**src/rtl/hamming_secded_enc.sv**
```systemverilog
// Hamming SEC / SECDED encoder with one registered output stage,
// ready/valid handshakes on both sides, optional single-bit error
// injection and a delivered-codeword counter.
module hamming_secded_enc #(
    parameter  int DATA_W     = 8,
    parameter  int EXT_PARITY = 1,
    // Smallest r with 2^r >= DATA_W + r + 1, valid for DATA_W in 4..57.
    localparam int P          = (DATA_W <= 4)  ? 3 :
                                (DATA_W <= 11) ? 4 :
                                (DATA_W <= 26) ? 5 :
                                (DATA_W <= 57) ? 6 : 7,
    localparam int N          = DATA_W + P,
    localparam int CODE_W     = N + ((EXT_PARITY != 0) ? 1 : 0)
) (
    input  logic              clk,
    input  logic              rst_n,
    input  logic [DATA_W-1:0] in_data,
    input  logic              in_valid,
    output logic              in_ready,
    input  logic              inject_en,
    input  logic [5:0]        inject_pos,
    output logic [CODE_W-1:0] out_code,
    output logic              out_valid,
    input  logic              out_ready,
    output logic [15:0]       word_count
);

    logic [CODE_W-1:0] r_code;
    logic              r_valid;
    logic [15:0]       r_count;

    logic [CODE_W-1:0] w_code;
    logic [CODE_W-1:0] w_flip;
    logic              w_accept;
    logic              w_out_hs;

    // Code positions are 1-based; position pos lives in bit pos-1.
    // Data fills non-power-of-two positions in ascending order, then each
    // parity at 2^k covers every position whose index has bit k set.
    // Parity positions are still zero while parities are computed, and a
    // parity position 2^m never has bit k set for k != m, so order is free.
    function automatic logic [CODE_W-1:0] encode(input logic [DATA_W-1:0] d);
        logic [N-1:0]      c;
        logic [CODE_W-1:0] r;
        logic              par;
        int                j;
        c = '0;
        r = '0;
        j = 0;
        for (int pos = 1; pos <= N; pos++) begin
            if ((pos & (pos - 1)) != 0) begin
                c[pos-1] = d[j];
                j++;
            end
        end
        for (int k = 0; k < P; k++) begin
            par = 1'b0;
            for (int pos = 1; pos <= N; pos++) begin
                if (((pos >> k) & 1) != 0) par = par ^ c[pos-1];
            end
            c[(1 << k) - 1] = par;
        end
        r[N-1:0] = c;
        // Overall even parity sits above the Hamming bits when enabled.
        if (CODE_W > N) r[CODE_W-1] = ^c;
        return r;
    endfunction

    // Combinational codeword and injection mask; out-of-range positions
    // simply match no bit, leaving the codeword untouched.
    always_comb begin
        w_code = encode(in_data);
        w_flip = '0;
        for (int b = 0; b < CODE_W; b++) begin
            w_flip[b] = inject_en && (int'(inject_pos) == b);
        end
    end

    assign in_ready = !r_valid || out_ready;
    assign w_accept = in_valid && in_ready;
    assign w_out_hs = r_valid && out_ready;

    // Output register: load on accept (also when draining the previous
    // word in the same cycle), otherwise drop valid once it is taken.
    always_ff @(posedge clk or negedge rst_n) begin
        if (!rst_n) begin
            r_code  <= '0;
            r_valid <= 1'b0;
        end else if (w_accept) begin
            r_code  <= w_code ^ w_flip;
            r_valid <= 1'b1;
        end else if (w_out_hs) begin
            r_valid <= 1'b0;
        end
    end

    // Delivered-codeword counter, free-running wrap at 16 bits.
    always_ff @(posedge clk or negedge rst_n) begin
        if (!rst_n) begin
            r_count <= '0;
        end else if (w_out_hs) begin
            r_count <= r_count + 16'd1;
        end
    end

    assign out_code   = r_code;
    assign out_valid  = r_valid;
    assign word_count = r_count;

endmodule

```
**config.mk**
```make
export PLATFORM = sky130hd
export DESIGN_NAME = hamming_secded_enc
export DESIGN_NICKNAME = d
export VERILOG_FILES = /design/src/rtl/hamming_secded_enc.sv
export SDC_FILE = /design/constraint.sdc
export NUM_CORES = 1
export LEC_CHECK = 0
export BUFFER_PORTS_ARGS = -buffer_cell sky130_fd_sc_hd__clkbuf_2
export CAP_MARGIN = 30
export CORE_ASPECT_RATIO = 1.75
export CORE_MARGIN = 2
export CORE_UTILIZATION = 54
export CTS_CLUSTER_SIZE = 20
export DETAILED_ROUTE_END_ITERATION = 10
export PLACE_DENSITY = 0.89
export SKIP_CTS_REPAIR_TIMING = 1
export SYNTH_ARGS = -nofsm -noshare
export SYNTH_HDL_FRONTEND = slang
export SYNTH_SLANG_ARGS = --single-unit
```
**constraint.sdc**
```tcl
create_clock -name clk -period 3.27 [get_ports clk]
set_input_delay 0.1635 -clock clk [delete_from_list [all_inputs] [get_ports clk]]
set_output_delay 0.1635 -clock clk [all_outputs]
set_load 0.01 [all_outputs]
```
==> report_table.html, run 1 <==
<table>
<tr><th>Metric</th><th>Value</th></tr>
<tr><th colspan="2">Setup path</th></tr>
<tr><td>RR Endpoint</td><td>word_count[14]</td></tr>
<tr><td>Maximum fanout encountered on the critical timing path</td><td>5</td></tr>
<tr><td>CP Capture Type</td><td>flip-flop</td></tr>
<tr><td>Crit Path Category</td><td>flip-flop to flip-flop</td></tr>
<tr><td>Internal reg-to-reg setup slack</td><td>1.68 ns</td></tr>
<tr><td>Worst EP required</td><td>3.43 ns</td></tr>
<tr><td>Path depth of the worst reg2reg path</td><td>6</td></tr>
<tr><td>Source of the worst register-to-register timing path</td><td>word_count[0]</td></tr>
<tr><td>Data arrival time at the worst-slack endpoint</td><td>1.75 ns</td></tr>
<tr><td>Startpoint Class</td><td>flip-flop</td></tr>
<tr><th colspan="2">Synthesis</th></tr>
<tr><td>Async SR Flop Fraction</td><td>1.000</td></tr>
<tr><td>Net count of the mapped netlist</td><td>171</td></tr>
<tr><td>Flip-flop and latch count after synthesis</td><td>30</td></tr>
<tr><td>Post-Syn Instances</td><td>151</td></tr>
<tr><td>Per-instance average area after synthesis</td><td>10.20 sq um</td></tr>
<tr><td>Proportion of netlist area held by the largest area contributor</td><td>0.4874</td></tr>
<tr><td>Mapped cell area</td><td>1540 sq um</td></tr>
<tr><td>Number of warning messages in the yosys log</td><td>0</td></tr>
<tr><td>Number of different library cells in the post-synthesis netlist</td><td>21</td></tr>
<tr><td>Top cell type by total area after synthesis</td><td>dfrtp_1</td></tr>
<tr><td>Largest cells by area after synthesis</td><td>dfrtp_1 (49%), xnor2_1 (18%), nand2_1 (6.3%)</td></tr>
<tr><td>Leading register cell type out of synthesis</td><td>dfrtp_1</td></tr>
<tr><td>Number of enable flip-flop cells after synthesis</td><td>0</td></tr>
<tr><td>Seq/Total Area, Yosys</td><td>0.4874</td></tr>
<tr><th colspan="2">Die</th></tr>
<tr><td>Boundary Pins</td><td>50</td></tr>
<tr><td>Die outline height</td><td>74.65 um</td></tr>
<tr><td>Horiz. Die Dim</td><td>44.37 um</td></tr>
<tr><td>Core area</td><td>2721 sq um</td></tr>
<tr><td>Effective utilization at floorplan</td><td>0.5660</td></tr>
<tr><td>Overall die area</td><td>3312 sq um</td></tr>
<tr><td>Rows</td><td>25</td></tr>
<tr><th colspan="2">Detailed routing</th></tr>
<tr><td>Initial detailed-routing violation count</td><td>17</td></tr>
<tr><td>Remaining DRCs</td><td>0</td></tr>
<tr><td>Initial DRT Pass Iterations</td><td>4</td></tr>
<tr><td>Routed via count</td><td>1239</td></tr>
<tr><td>Avg Vias per Cell</td><td>5.341</td></tr>
<tr><td>Number of nets with antenna violations after routing</td><td>0</td></tr>
<tr><td>Routed wire length</td><td>3071 um</td></tr>
<tr><td>Routed length per instance</td><td>13.24 um</td></tr>
<tr><th colspan="2">Final layout</th></tr>
<tr><td>Number of antenna diodes</td><td>0</td></tr>
<tr><td>Most common cell after layout, fill and taps aside</td><td>clkbuf_2</td></tr>
<tr><td>Core occupancy in the finished layout</td><td>0.6998</td></tr>
<tr><td>Commonest cells after routing, fill and taps aside</td><td>clkbuf_2 (49), xnor2_1 (31), dfrtp_1 (30)</td></tr>
<tr><td>Combined area of the multi-input logic cells</td><td>782.0 sq um</td></tr>
<tr><td>Count of filler cells inserted in the layout</td><td>222</td></tr>
<tr><td>Share of layout cells above drive strength 1</td><td>0.2829</td></tr>
<tr><td>Number of standard cells in the final layout excluding fillers</td><td>232</td></tr>
<tr><td>Sequential cell area</td><td>750.7 sq um</td></tr>
<tr><td>Fin nets</td><td>226</td></tr>
<tr><td>Area grow syn2layout</td><td>23.64%</td></tr>
<tr><th colspan="2">STA</th></tr>
<tr><td>RSZ-0062 raised after global routing</td><td>no</td></tr>
<tr><td>Number of max-slew violations in the final report</td><td>0</td></tr>
<tr><td>Setup TNS Final</td><td>0 ns</td></tr>
<tr><td>Shortest clock period the worst path allows after layout</td><td>1.593 ns</td></tr>
<tr><td>Maximum clock frequency</td><td>627.7 MHz</td></tr>
<tr><td>Portion of the clock cycle consumed by the worst path in the final layout</td><td>0.4872</td></tr>
<tr><td>Final Hold Viols</td><td>0</td></tr>
<tr><td>Headroom to the max-slew limit</td><td>0.5373</td></tr>
<tr><td>Fin Clk Skew</td><td>0.0008290 ns</td></tr>
<tr><td>Final setup violation count</td><td>0</td></tr>
<tr><td>Slew of the pin with the lowest slew margin</td><td>0.6940 ns</td></tr>
<tr><th colspan="2">Clock tree</th></tr>
<tr><td>Later-pin clock latency in the skew report</td><td>0.27 ns</td></tr>
<tr><td>Clock buffer count from CTS</td><td>5</td></tr>
<tr><td>Buffer depth of the longest clock path</td><td>2</td></tr>
<tr><td>Clock transition at the register clock pins on the worst setup and hold paths after CTS</td><td>0.06 ns</td></tr>
<tr><td>CTS tree</td><td>yes</td></tr>
<tr><td>Max H-tree Level</td><td>2</td></tr>
<tr><td>Clock net sink count</td><td>30</td></tr>
<tr><td>Clk root buf</td><td>clkbuf_8</td></tr>
<tr><th colspan="2">Place</th></tr>
<tr><td>Routability cong.</td><td>0.8679</td></tr>
<tr><td>Sum of net half-perimeters after detailed placement</td><td>2446 um</td></tr>
<tr><td>DP Cell Count</td><td>225</td></tr>
<tr><td>Quantity of I/O buffers inserted on ports</td><td>49</td></tr>
<tr><th colspan="2">Hold path</th></tr>
<tr><td>Hold Crit Start</td><td>in_valid</td></tr>
<tr><td>Sink of the worst hold path</td><td>out_valid</td></tr>
<tr><td>Hold Path Cell Cnt</td><td>2</td></tr>
<tr><td>Hold Path Class</td><td>input port to flip-flop</td></tr>
<tr><th colspan="2">Global route</th></tr>
<tr><td>Overall track demand over capacity in global routing</td><td>0.2124</td></tr>
<tr><td>First-pass GRT wire length</td><td>5030 um</td></tr>
<tr><td>Number of antenna violations at the first check in global routing</td><td>0</td></tr>
<tr><td>Total overflow reported by the global router</td><td>0</td></tr>
<tr><td>Largest net degree at the start of global routing</td><td>31</td></tr>
<tr><td>Via count of the first global-routing pass</td><td>1201</td></tr>
<tr><th colspan="2">Flow run</th></tr>
<tr><td>Max-cap violations</td><td>0</td></tr>
<tr><th colspan="2">Pwr</th></tr>
<tr><td>Leak pwr</td><td>0.9213 nW</td></tr>
<tr><td>Power Density</td><td>559.4 nW/um^2</td></tr>
<tr><td>Worst VDD drop</td><td>0.0003111 V</td></tr>
<tr><td>Final total power</td><td>1.065 mW</td></tr>
<tr><th colspan="2">Outcome</th></tr>
<tr><td>Outcome</td><td>completed</td></tr>
</table>
## power breakdown
group	total (mW)	leakage (nW)	internal, mW	switching, mW
logic	0.285	0.494	0.138	0.147
registers	0.499	0.384	0.438	0.0611
clock network	0.281	0.0431	0.162	0.120
total	1.07	0.921	0.738	0.328
## worst max-delay path, cell delays in order (launching register included)
cell and delay, ns:
dfrtp_1 0.40, ha_1 0.17, nand3_1 0.11, nor2_1 0.29, and3_1 0.24, nand4_1 0.12, xnor2_1 0.14
## routing by layer
layer | vias to the layer above | global-route usage | wire, um
met5 | - | 0 | 0
met4 | 0 | 0.1212 | 48
met3 | 6 | 0.04317 | 170
met2 | 49 | 0.3954 | 1719
met1 | 578 | 0.2098 | 1132
li1 | 606 | - | -
## flip-flops by register name, summed over array words and instances, names as in the netlist
signal      count
out_valid       1
out_code       13
word_count     16
## area by class of cell
type / count / area share
Multi-Input combinational cell: 119 / 0.4106
Sequential cell: 30 / 0.3942
Timing Repair Buffer: 50 / 0.1340
Clock buffer: 6 / 0.04336
Tap cell: 27 / 0.01774
## Yosys cell counts (3+ instances only)
cell type and instances:
dfrtp_1 30, nor3_1 3, nand4_1 3, and3_1 3, nand2_1 26, nand3_1 5, nand2b_1 7, o21ai_0 9
xnor2_1 31, xor2_1 8, o21ai_1 4, nor2_1 11
## logic make-up (layout without fill, tap and decap cells)
family,after synthesis,in the layout,synth area share
AND/OR/NAND/NOR,62,62,0.1925
XOR/XNOR,42,42,0.2575
flip-flops,30,30,0.4874
AO/OA/AOI/OAI,13,13,0.04224
buffers and inverters,2,56,0.004876
adder cells (fa/ha/maj),1,1,0.008122
multiplexers,1,1,0.007311
## worst max-delay path by stage
stage / from / cells after the start / slack [ns] / end
2_1_floorplan: word_count[0] / 6 / 1.81 / word_count[14]
3_3_place_gp: word_count[0] / 6 / 1.73 / word_count[14]
6_report: word_count[0] / 6 / 1.68 / word_count[14]
4_1_cts: word_count[0] / 6 / 1.67 / word_count[14]
5_1_grt: word_count[0] / 6 / 1.53 / word_count[14]
3_5_place_dp: word_count[0] / 6 / 1.68 / word_count[14]
## per-stage QoR
stage / area [sq um] / worst slack (ns) / hold slack, ns
after floorplan: 1540 / 1.807 / -0.1321
after global placement: 1812 / 1.727 / 0.2349
after detailed placement: 1812 / 1.683 / 0.2454
after CTS: 1894 / 1.674 / -0.05817
after global routing: 1904 / 1.534 / 0.1347
final: 1904 / 1.677 / 0.1025
(Power assumes the default switching activity.)
==> inputs of run 2 (changes only) <==
ABC_AREA = 1   (was not set)
CORE_UTILIZATION = 52   (was 54)
PLACE_DENSITY = 0.85   (was 0.89)
clock period = 1.7 ns   (was 3.27 ns; I/O delays follow)
==> run 2 against run 1 <==
  * Final cell count rose by 41%
  * Via count rose by 29%
  * Clock power rose by 96%
  * Clock skew rose by 0.0049 ns
  * Register-to-register slack got worse by 1.5 ns
  * First-iteration DRC count rose by 24%
  * Sequential power rose by 90%
  * Non-clock buffer count rose by 6
  * Synthesized cell count rose by 48%
  * Flip-flop and latch count did not move
  * Count of clock-buffer cells in the layout did not move
  * Critical path type unchanged
==> report_table.html, run 2 <==
<table>
<tr><th>Metric</th><th>Value</th></tr>
<tr><th colspan="2">Outcome</th></tr>
<tr><td>Outcome</td><td>completed</td></tr>
<tr><th colspan="2">Flow run</th></tr>
<tr><td>Max-cap violations</td><td>0</td></tr>
<tr><th colspan="2">Synthesis</th></tr>
<tr><td>Flip-flop and latch count after synthesis</td><td>30</td></tr>
<tr><td>Leading register cell type out of synthesis</td><td>dfrtp_1</td></tr>
<tr><td>Async SR Flop Fraction</td><td>1.000</td></tr>
<tr><td>Number of different library cells in the post-synthesis netlist</td><td>23</td></tr>
<tr><td>Most frequent cell after synthesis</td><td>nand2_1</td></tr>
<tr><td>Number of warning messages in the yosys log</td><td>0</td></tr>
<tr><td>Number of enable flip-flop cells after synthesis</td><td>0</td></tr>
<tr><td>Proportion of netlist area held by the largest area contributor</td><td>0.4170</td></tr>
<tr><td>Combinational family with the most area after synthesis</td><td>simple AND/OR/NAND/NOR gates</td></tr>
<tr><td>Net count of the mapped netlist</td><td>243</td></tr>
<tr><td>XOR/XNOR Fraction of Synth Area</td><td>0.1800</td></tr>
<tr><td>Seq/Total Area, Yosys</td><td>0.4170</td></tr>
<tr><td>Top cell type by total area after synthesis</td><td>dfrtp_1</td></tr>
<tr><td>Fraction of the mapped netlist area in compound gates</td><td>0.04309</td></tr>
<tr><td>Multiplexer share of the synthesized area</td><td>0</td></tr>
<tr><td>Synth Area in Adders</td><td>0.006949</td></tr>
<tr><td>Mapped cell area</td><td>1800 sq um</td></tr>
<tr><td>Largest cells by area after synthesis</td><td>dfrtp_1 (42%), xor2_1 (13%), nand2_1 (12%)</td></tr>
<tr><td>Post-Syn Instances</td><td>223</td></tr>
<tr><td>Commonest cells in the netlist</td><td>nand2_1 (56), dfrtp_1 (30), xor2_1 (26), inv_1 (24), nand3_1 (20)</td></tr>
<tr><td>Post-Synth Simple-Gate Area</td><td>0.2842</td></tr>
<tr><td>Per-instance average area after synthesis</td><td>8.074 sq um</td></tr>
<tr><th colspan="2">Place</th></tr>
<tr><td>Quantity of I/O buffers inserted on ports</td><td>49</td></tr>
<tr><td>Sum of net half-perimeters after detailed placement</td><td>2952 um</td></tr>
<tr><td>DP Cell Count</td><td>315</td></tr>
<tr><td>Routability cong.</td><td>0.7444</td></tr>
<tr><th colspan="2">Final layout</th></tr>
<tr><td>Count of filler cells inserted in the layout</td><td>313</td></tr>
<tr><td>Fin nets</td><td>302</td></tr>
<tr><td>Commonest cells after routing, fill and taps aside</td><td>nand2_1 (56), clkbuf_2 (49), dfrtp_1 (30)</td></tr>
<tr><td>Number of flip-flops under the largest register name</td><td>16</td></tr>
<tr><td>Share of layout cells above drive strength 1</td><td>0.2883</td></tr>
<tr><td>Number of antenna diodes</td><td>0</td></tr>
<tr><td>Most common cell after layout, fill and taps aside</td><td>nand2_1</td></tr>
<tr><td>Number of standard cells in the final layout excluding fillers</td><td>326</td></tr>
<tr><td>Area grow syn2layout</td><td>23.70%</td></tr>
<tr><th colspan="2">Detailed routing</th></tr>
<tr><td>Routed via count</td><td>1596</td></tr>
<tr><td>Number of nets with antenna violations after routing</td><td>0</td></tr>
<tr><td>Routed wire length</td><td>3844 um</td></tr>
<tr><td>Avg Vias per Cell</td><td>4.896</td></tr>
<tr><td>Initial detailed-routing violation count</td><td>21</td></tr>
<tr><td>Remaining DRCs</td><td>0</td></tr>
<tr><td>Routed length per instance</td><td>11.79 um</td></tr>
<tr><td>Initial DRT Pass Iterations</td><td>4</td></tr>
<tr><th colspan="2">Hold path</th></tr>
<tr><td>Hold Crit Start</td><td>out_ready</td></tr>
<tr><td>Hold Path Class</td><td>input port to flip-flop</td></tr>
<tr><td>Sink of the worst hold path</td><td>out_valid</td></tr>
<tr><td>Hold Path Cell Cnt</td><td>4</td></tr>
<tr><th colspan="2">Pwr</th></tr>
<tr><td>Worst VDD drop</td><td>0.0006317 V</td></tr>
<tr><td>Final total power</td><td>2.134 mW</td></tr>
<tr><td>Leak pwr</td><td>1.202 nW</td></tr>
<tr><td>Power Density</td><td>958.3 nW/um^2</td></tr>
<tr><th colspan="2">Clock tree</th></tr>
<tr><td>Max H-tree Level</td><td>2</td></tr>
<tr><td>Buffer depth of the longest clock path</td><td>2</td></tr>
<tr><td>Clk root buf</td><td>clkbuf_8</td></tr>
<tr><td>Clock transition at the register clock pins on the worst setup and hold paths after CTS</td><td>0.06 ns</td></tr>
<tr><td>Later-pin clock latency in the skew report</td><td>0.28 ns</td></tr>
<tr><td>Clock net sink count</td><td>30</td></tr>
<tr><td>Clock buffer count from CTS</td><td>5</td></tr>
<tr><td>CTS tree</td><td>yes</td></tr>
<tr><th colspan="2">Global route</th></tr>
<tr><td>Via count of the first global-routing pass</td><td>1584</td></tr>
<tr><td>Overall track demand over capacity in global routing</td><td>0.2133</td></tr>
<tr><td>Number of antenna violations at the first check in global routing</td><td>0</td></tr>
<tr><td>Total overflow reported by the global router</td><td>0</td></tr>
<tr><td>First-pass GRT wire length</td><td>6403 um</td></tr>
<tr><td>Largest net degree at the start of global routing</td><td>31</td></tr>
<tr><th colspan="2">STA</th></tr>
<tr><td>Maximum clock frequency</td><td>642.7 MHz</td></tr>
<tr><td>Final Hold Viols</td><td>0</td></tr>
<tr><td>Headroom to the max-slew limit</td><td>0.5159</td></tr>
<tr><td>Portion of the clock cycle consumed by the worst path in the final layout</td><td>0.9153</td></tr>
<tr><td>Setup TNS Final</td><td>0 ns</td></tr>
<tr><td>Fin Clk Skew</td><td>0.005763 ns</td></tr>
<tr><td>Final setup violation count</td><td>0</td></tr>
<tr><td>Shortest clock period the worst path allows after layout</td><td>1.556 ns</td></tr>
<tr><td>Number of max-slew violations in the final report</td><td>0</td></tr>
<tr><td>Slew of the pin with the lowest slew margin</td><td>0.7261 ns</td></tr>
<tr><th colspan="2">Setup path</th></tr>
<tr><td>Critical path origin</td><td>word_count[0]</td></tr>
<tr><td>Source of the worst register-to-register timing path</td><td>word_count[0]</td></tr>
<tr><td>Path depth of the worst reg2reg path</td><td>8</td></tr>
<tr><td>Startpoint Class</td><td>flip-flop</td></tr>
<tr><td>Worst EP required</td><td>1.87 ns</td></tr>
<tr><td>Internal reg-to-reg setup slack</td><td>0.14 ns</td></tr>
<tr><td>Data arrival time at the worst-slack endpoint</td><td>1.73 ns</td></tr>
<tr><td>CP Capture Type</td><td>flip-flop</td></tr>
<tr><td>Crit Path Category</td><td>flip-flop to flip-flop</td></tr>
<tr><td>Maximum fanout encountered on the critical timing path</td><td>4</td></tr>
<tr><td>RR Endpoint</td><td>word_count[12]</td></tr>
<tr><th colspan="2">Die</th></tr>
<tr><td>Rows</td><td>28</td></tr>
<tr><td>Horiz. Die Dim</td><td>48.48 um</td></tr>
<tr><td>Effective utilization at floorplan</td><td>0.5353</td></tr>
<tr><td>Core area</td><td>3363 sq um</td></tr>
<tr><td>Boundary Pins</td><td>50</td></tr>
<tr><td>Overall die area</td><td>3968 sq um</td></tr>
<tr><td>Die outline height</td><td>81.84 um</td></tr>
</table>
-- run 2: worst max path at each step --
| stage | end | slack [ns] | depth (start not counted) |
|---|---|---|---|
| global route | word_count[12] | -0.02 | 8 |
| CTS | word_count[12] | 0.13 | 8 |
| global placement | word_count[12] | 0.23 | 8 |
| detailed placement | word_count[12] | 0.18 | 8 |
| floorplan | word_count[12] | 0.24 | 8 |
| finish | word_count[12] | 0.14 | 8 |
-- run 2: cell type report --
class / count / area, sq um / area share
multi-input cells: 162 / 933.4 / 0.4191
inverters: 27 / 103.9 / 0.04663
flip-flops and latches: 30 / 750.7 / 0.3371
well taps: 45 / 56.30 / 0.02528
repair buffers: 56 / 300.3 / 0.1348
clock buffers: 6 / 82.58 / 0.03708
-- run 2: routing by layer --
layer / track usage / wire length (um) / vias to the layer above
li1: - / - / 809
met1: 0.1853 / 1406 / 729
met2: 0.4472 / 2161 / 50
met3: 0.05091 / 193 / 8
met4: 0.1000 / 84 / 0
met5: 0 / 0 / -
-- run 2: power by group --
part           switching, mW  internal (mW)
Sequential             0.119          0.831
Clock                  0.239          0.311
Combinational          0.355          0.279
-- run 2: kinds of logic (layout without fill, tap and decap cells) --
logic type	count (synthesis)	in the layout
adders and majority gates	1	1
and+or+nand+nor	109	109
xor gates and xnor gates	37	37
DFF	30	30
AOI/OAI and AO/OA	15	15
buffers and inverters	31	89
-- run 2: worst max-delay path: stages, from the launching register on --
cell,delay (ns)
dfrtp_1,0.40
ha_2,0.22
nand3_2,0.12
nor3_4,0.24
nand2_2,0.09
nor2_2,0.10
nand3_1,0.09
xor2_1,0.13
inv_1,0.05
-- run 2: per-stage QoR --
step,hold slack (ns),setup slack [ns],utilization,area (sq um)
floorplan,-0.2106,0.2447,-,1800
global placement,0.1715,0.2293,0.6235,2097
detailed placement,0.1741,0.1845,0.6235,2097
CTS,-0.1235,0.1328,0.6481,2180
global route,0.1772,-0.02489,0.6622,2227
finish,0.1411,0.1441,0.6622,2227
==> inputs of run 3 (changes only) <==
CAP_MARGIN = not set   (was 30)
CELL_PAD_IN_SITES_DETAIL_PLACEMENT = 1   (was not set)
CELL_PAD_IN_SITES_GLOBAL_PLACEMENT = 1   (was not set)
CORE_UTILIZATION = 37   (was 52)
PLACE_DENSITY = 0.83   (was 0.85)
RECOVER_POWER = 50   (was not set)
==> run 3 against run 2 <==
  * Via count up 1.1%
  * Routed wire length grew 17%
  * Core utilization shrank 20 points
  * Final area decreased by 3.3%
  * Clock power down 4.9%
  * Non-clock buffer count is 4 lower
  * Combinational power fell by 14%
  * Critical endpoint unchanged
  * Largest power group unchanged
==> report_table.html, run 3 (synthesis results as in run 2) <==
<table>
<tr><th>Metric</th><th>Value</th></tr>
<tr><th colspan="2">Clock tree</th></tr>
<tr><td>Clock net sink count</td><td>30</td></tr>
<tr><td>Clock transition at the register clock pins on the worst setup and hold paths after CTS</td><td>0.06 ns</td></tr>
<tr><td>Later-pin clock latency in the skew report</td><td>0.27 ns</td></tr>
<tr><td>CTS tree</td><td>yes</td></tr>
<tr><td>Buffer depth of the longest clock path</td><td>2</td></tr>
<tr><td>Clk root buf</td><td>clkbuf_8</td></tr>
<tr><td>Clock buffer count from CTS</td><td>5</td></tr>
<tr><td>Max H-tree Level</td><td>2</td></tr>
<tr><th colspan="2">Setup path</th></tr>
<tr><td>Family of cells with the greatest summed delay on the critical path</td><td>simple AND/OR/NAND/NOR gates</td></tr>
<tr><td>Highest cell delay on the worst timing path</td><td>0.42 ns</td></tr>
<tr><td>Worst EP required</td><td>1.86 ns</td></tr>
<tr><td>Critical Path Most Common Cell</td><td>nand3_1</td></tr>
<tr><td>Sum of buffers and inverters on the critical path</td><td>1</td></tr>
<tr><td>Maximum fanout encountered on the critical timing path</td><td>4</td></tr>
<tr><td>Crit Path Category</td><td>flip-flop to flip-flop</td></tr>
<tr><td>Cell breakdown of the critical path</td><td>ha_1, nand3_1, nor3_4, nand2_2, nor2_2, nand3_1, xor2_1, inv_1</td></tr>
<tr><td>CP Capture Type</td><td>flip-flop</td></tr>
<tr><td>Slowest CP cell</td><td>dfrtp_1</td></tr>
<tr><td>Startpoint Class</td><td>flip-flop</td></tr>
<tr><td>Data arrival time at the worst-slack endpoint</td><td>1.77 ns</td></tr>
<tr><th colspan="2">Final layout</th></tr>
<tr><td>Number of flip-flops under the largest register name</td><td>16</td></tr>
<tr><td>Area grow syn2layout</td><td>19.60%</td></tr>
<tr><td>Number of standard cells in the final layout excluding fillers</td><td>330</td></tr>
<tr><td>Sequential cell area</td><td>750.7 sq um</td></tr>
<tr><td>Most common cell after layout, fill and taps aside</td><td>nand2_1</td></tr>
<tr><td>Share of layout cells above drive strength 1</td><td>0.1727</td></tr>
<tr><td>Count of filler cells inserted in the layout</td><td>604</td></tr>
<tr><td>Fin nets</td><td>298</td></tr>
<tr><td>Combined area of the multi-input logic cells</td><td>918.4 sq um</td></tr>
<tr><td>Commonest cells after routing, fill and taps aside</td><td>nand2_1 (57), dfrtp_1 (30), clkbuf_1 (27)</td></tr>
<tr><td>Number of antenna diodes</td><td>0</td></tr>
<tr><td>Non-Filler Cell Area, Final</td><td>2153 sq um</td></tr>
<tr><th colspan="2">Global route</th></tr>
<tr><td>First-pass GRT wire length</td><td>7486 um</td></tr>
<tr><td>Overall track demand over capacity in global routing</td><td>0.1821</td></tr>
<tr><td>Number of antenna violations at the first check in global routing</td><td>0</td></tr>
<tr><td>Largest net degree at the start of global routing</td><td>31</td></tr>
<tr><td>Via count of the first global-routing pass</td><td>1679</td></tr>
<tr><td>Total overflow reported by the global router</td><td>0</td></tr>
<tr><th colspan="2">STA</th></tr>
<tr><td>Portion of the clock cycle consumed by the worst path in the final layout</td><td>0.9461</td></tr>
<tr><td>Slew of the pin with the lowest slew margin</td><td>0.7352 ns</td></tr>
<tr><td>RSZ-0062 raised after global routing</td><td>no</td></tr>
<tr><td>Setup TNS Final</td><td>0 ns</td></tr>
<tr><td>Headroom to the max-slew limit</td><td>0.5098</td></tr>
<tr><td>Shortest clock period the worst path allows after layout</td><td>1.608 ns</td></tr>
<tr><td>Maximum clock frequency</td><td>621.7 MHz</td></tr>
<tr><td>Final setup violation count</td><td>0</td></tr>
<tr><td>Number of max-slew violations in the final report</td><td>0</td></tr>
<tr><td>Fin Clk Skew</td><td>0.002191 ns</td></tr>
<tr><td>Final Hold Viols</td><td>0</td></tr>
<tr><th colspan="2">Detailed routing</th></tr>
<tr><td>Routed length per instance</td><td>13.67 um</td></tr>
<tr><td>Remaining DRCs</td><td>0</td></tr>
<tr><td>Post-Route M1 WL</td><td>1557 um</td></tr>
<tr><td>Initial detailed-routing violation count</td><td>55</td></tr>
<tr><td>Initial DRT Pass Iterations</td><td>4</td></tr>
<tr><td>Avg Vias per Cell</td><td>4.888</td></tr>
<tr><td>Met3 Routed Length</td><td>182 um</td></tr>
<tr><td>Uppermost metal layer occupied by signal nets</td><td>met4</td></tr>
<tr><td>Number of nets with antenna violations after routing</td><td>0</td></tr>
<tr><td>Routed wire length</td><td>4511 um</td></tr>
<tr><td>Routed via count</td><td>1613</td></tr>
<tr><td>Met2 wire length</td><td>2639 um</td></tr>
<tr><th colspan="2">Pwr</th></tr>
<tr><td>Leak pwr</td><td>1.095 nW</td></tr>
<tr><td>Power Density</td><td>937.3 nW/um^2</td></tr>
<tr><td>Worst VDD drop</td><td>0.0006888 V</td></tr>
<tr><td>Final total power</td><td>2.018 mW</td></tr>
<tr><th colspan="2">Die</th></tr>
<tr><td>Core area</td><td>4666 sq um</td></tr>
<tr><td>Overall die area</td><td>5462 sq um</td></tr>
<tr><td>Rows</td><td>33</td></tr>
<tr><td>Die outline height</td><td>96.28 um</td></tr>
<tr><td>Horiz. Die Dim</td><td>56.73 um</td></tr>
<tr><td>Effective utilization at floorplan</td><td>0.3859</td></tr>
<tr><td>Boundary Pins</td><td>50</td></tr>
<tr><th colspan="2">Place</th></tr>
<tr><td>Cell area after placement</td><td>2106 sq um</td></tr>
<tr><td>DP Cell Count</td><td>322</td></tr>
<tr><td>Sum of net half-perimeters after detailed placement</td><td>3697 um</td></tr>
<tr><td>Quantity of I/O buffers inserted on ports</td><td>49</td></tr>
<tr><td>Routability cong.</td><td>0.7799</td></tr>
<tr><th colspan="2">Flow run</th></tr>
<tr><td>Max-cap violations</td><td>0</td></tr>
<tr><th colspan="2">Outcome</th></tr>
<tr><td>Outcome</td><td>completed</td></tr>
<tr><th colspan="2">Hold path</th></tr>
<tr><td>Hold Path Class</td><td>input port to flip-flop</td></tr>
</table>
-- run 3: report_power, final --
group          leakage [nW]  internal, mW  switching, mW
sequential            0.376         0.830          0.122
combinational         0.680         0.206          0.337
clock                0.0383         0.281          0.241
total                  1.09          1.32          0.701
-- run 3: path summary, 6_finish.rpt --
kind / end / slack (ns) / cells past startpoint / from
min in group asynchronous: word_count[3] / 0.40 / 2 / rst_n
hold reg to reg: out_code[4] / 0.48 / 2 / out_code[4]
setup / recovery: word_count[12] / 0.09 / 8 / word_count[0]
max in group asynchronous: out_code[12] / 0.83 / 2 / rst_n
hold / removal: out_valid / 0.14 / 4 / out_ready
setup reg to reg: word_count[12] / 0.09 / 8 / word_count[0]
-- run 3: per-stage QoR --
| step | hold WS (ns) | worst slack [ns] | util |
|---|---|---|---|
| 6_report | 0.1415 | 0.09163 | 0.4615 |
| 5_1_grt | 0.1622 | 0.009660 | 0.4615 |
| 4_1_cts | -0.1183 | 0.06333 | 0.4677 |
| 3_5_place_dp | 0.1837 | 0.09880 | 0.4513 |
| 3_3_place_gp | 0.1806 | 0.2223 | 0.4513 |
| 2_1_floorplan | -0.2106 | 0.2447 | - |
-- run 3: area by class of cell --
cell class | count | area share
Clock buffer | 7 | 0.03544
Timing Repair Buffer | 52 | 0.1110
Tap cell | 52 | 0.03021
Sequential cell | 30 | 0.3486
Multi-Input combinational cell | 162 | 0.4265
Inverter | 27 | 0.04823
-- run 3: worst register-to-register path, cell delays in order, from the launching register on --
cell and delay [ns]:
dfrtp_1 0.42, ha_1 0.20, nand3_1 0.16, nor3_4 0.24
nand2_2 0.10, nor2_2 0.11, nand3_1 0.09, xor2_1 0.14
inv_1 0.05
-- run 3: metal layers --
layer  track usage  up-vias
met2        0.3692       44
met3       0.03898       12
li1              -      801
met4        0.1066        0
met5             0        -
met1        0.1572      756
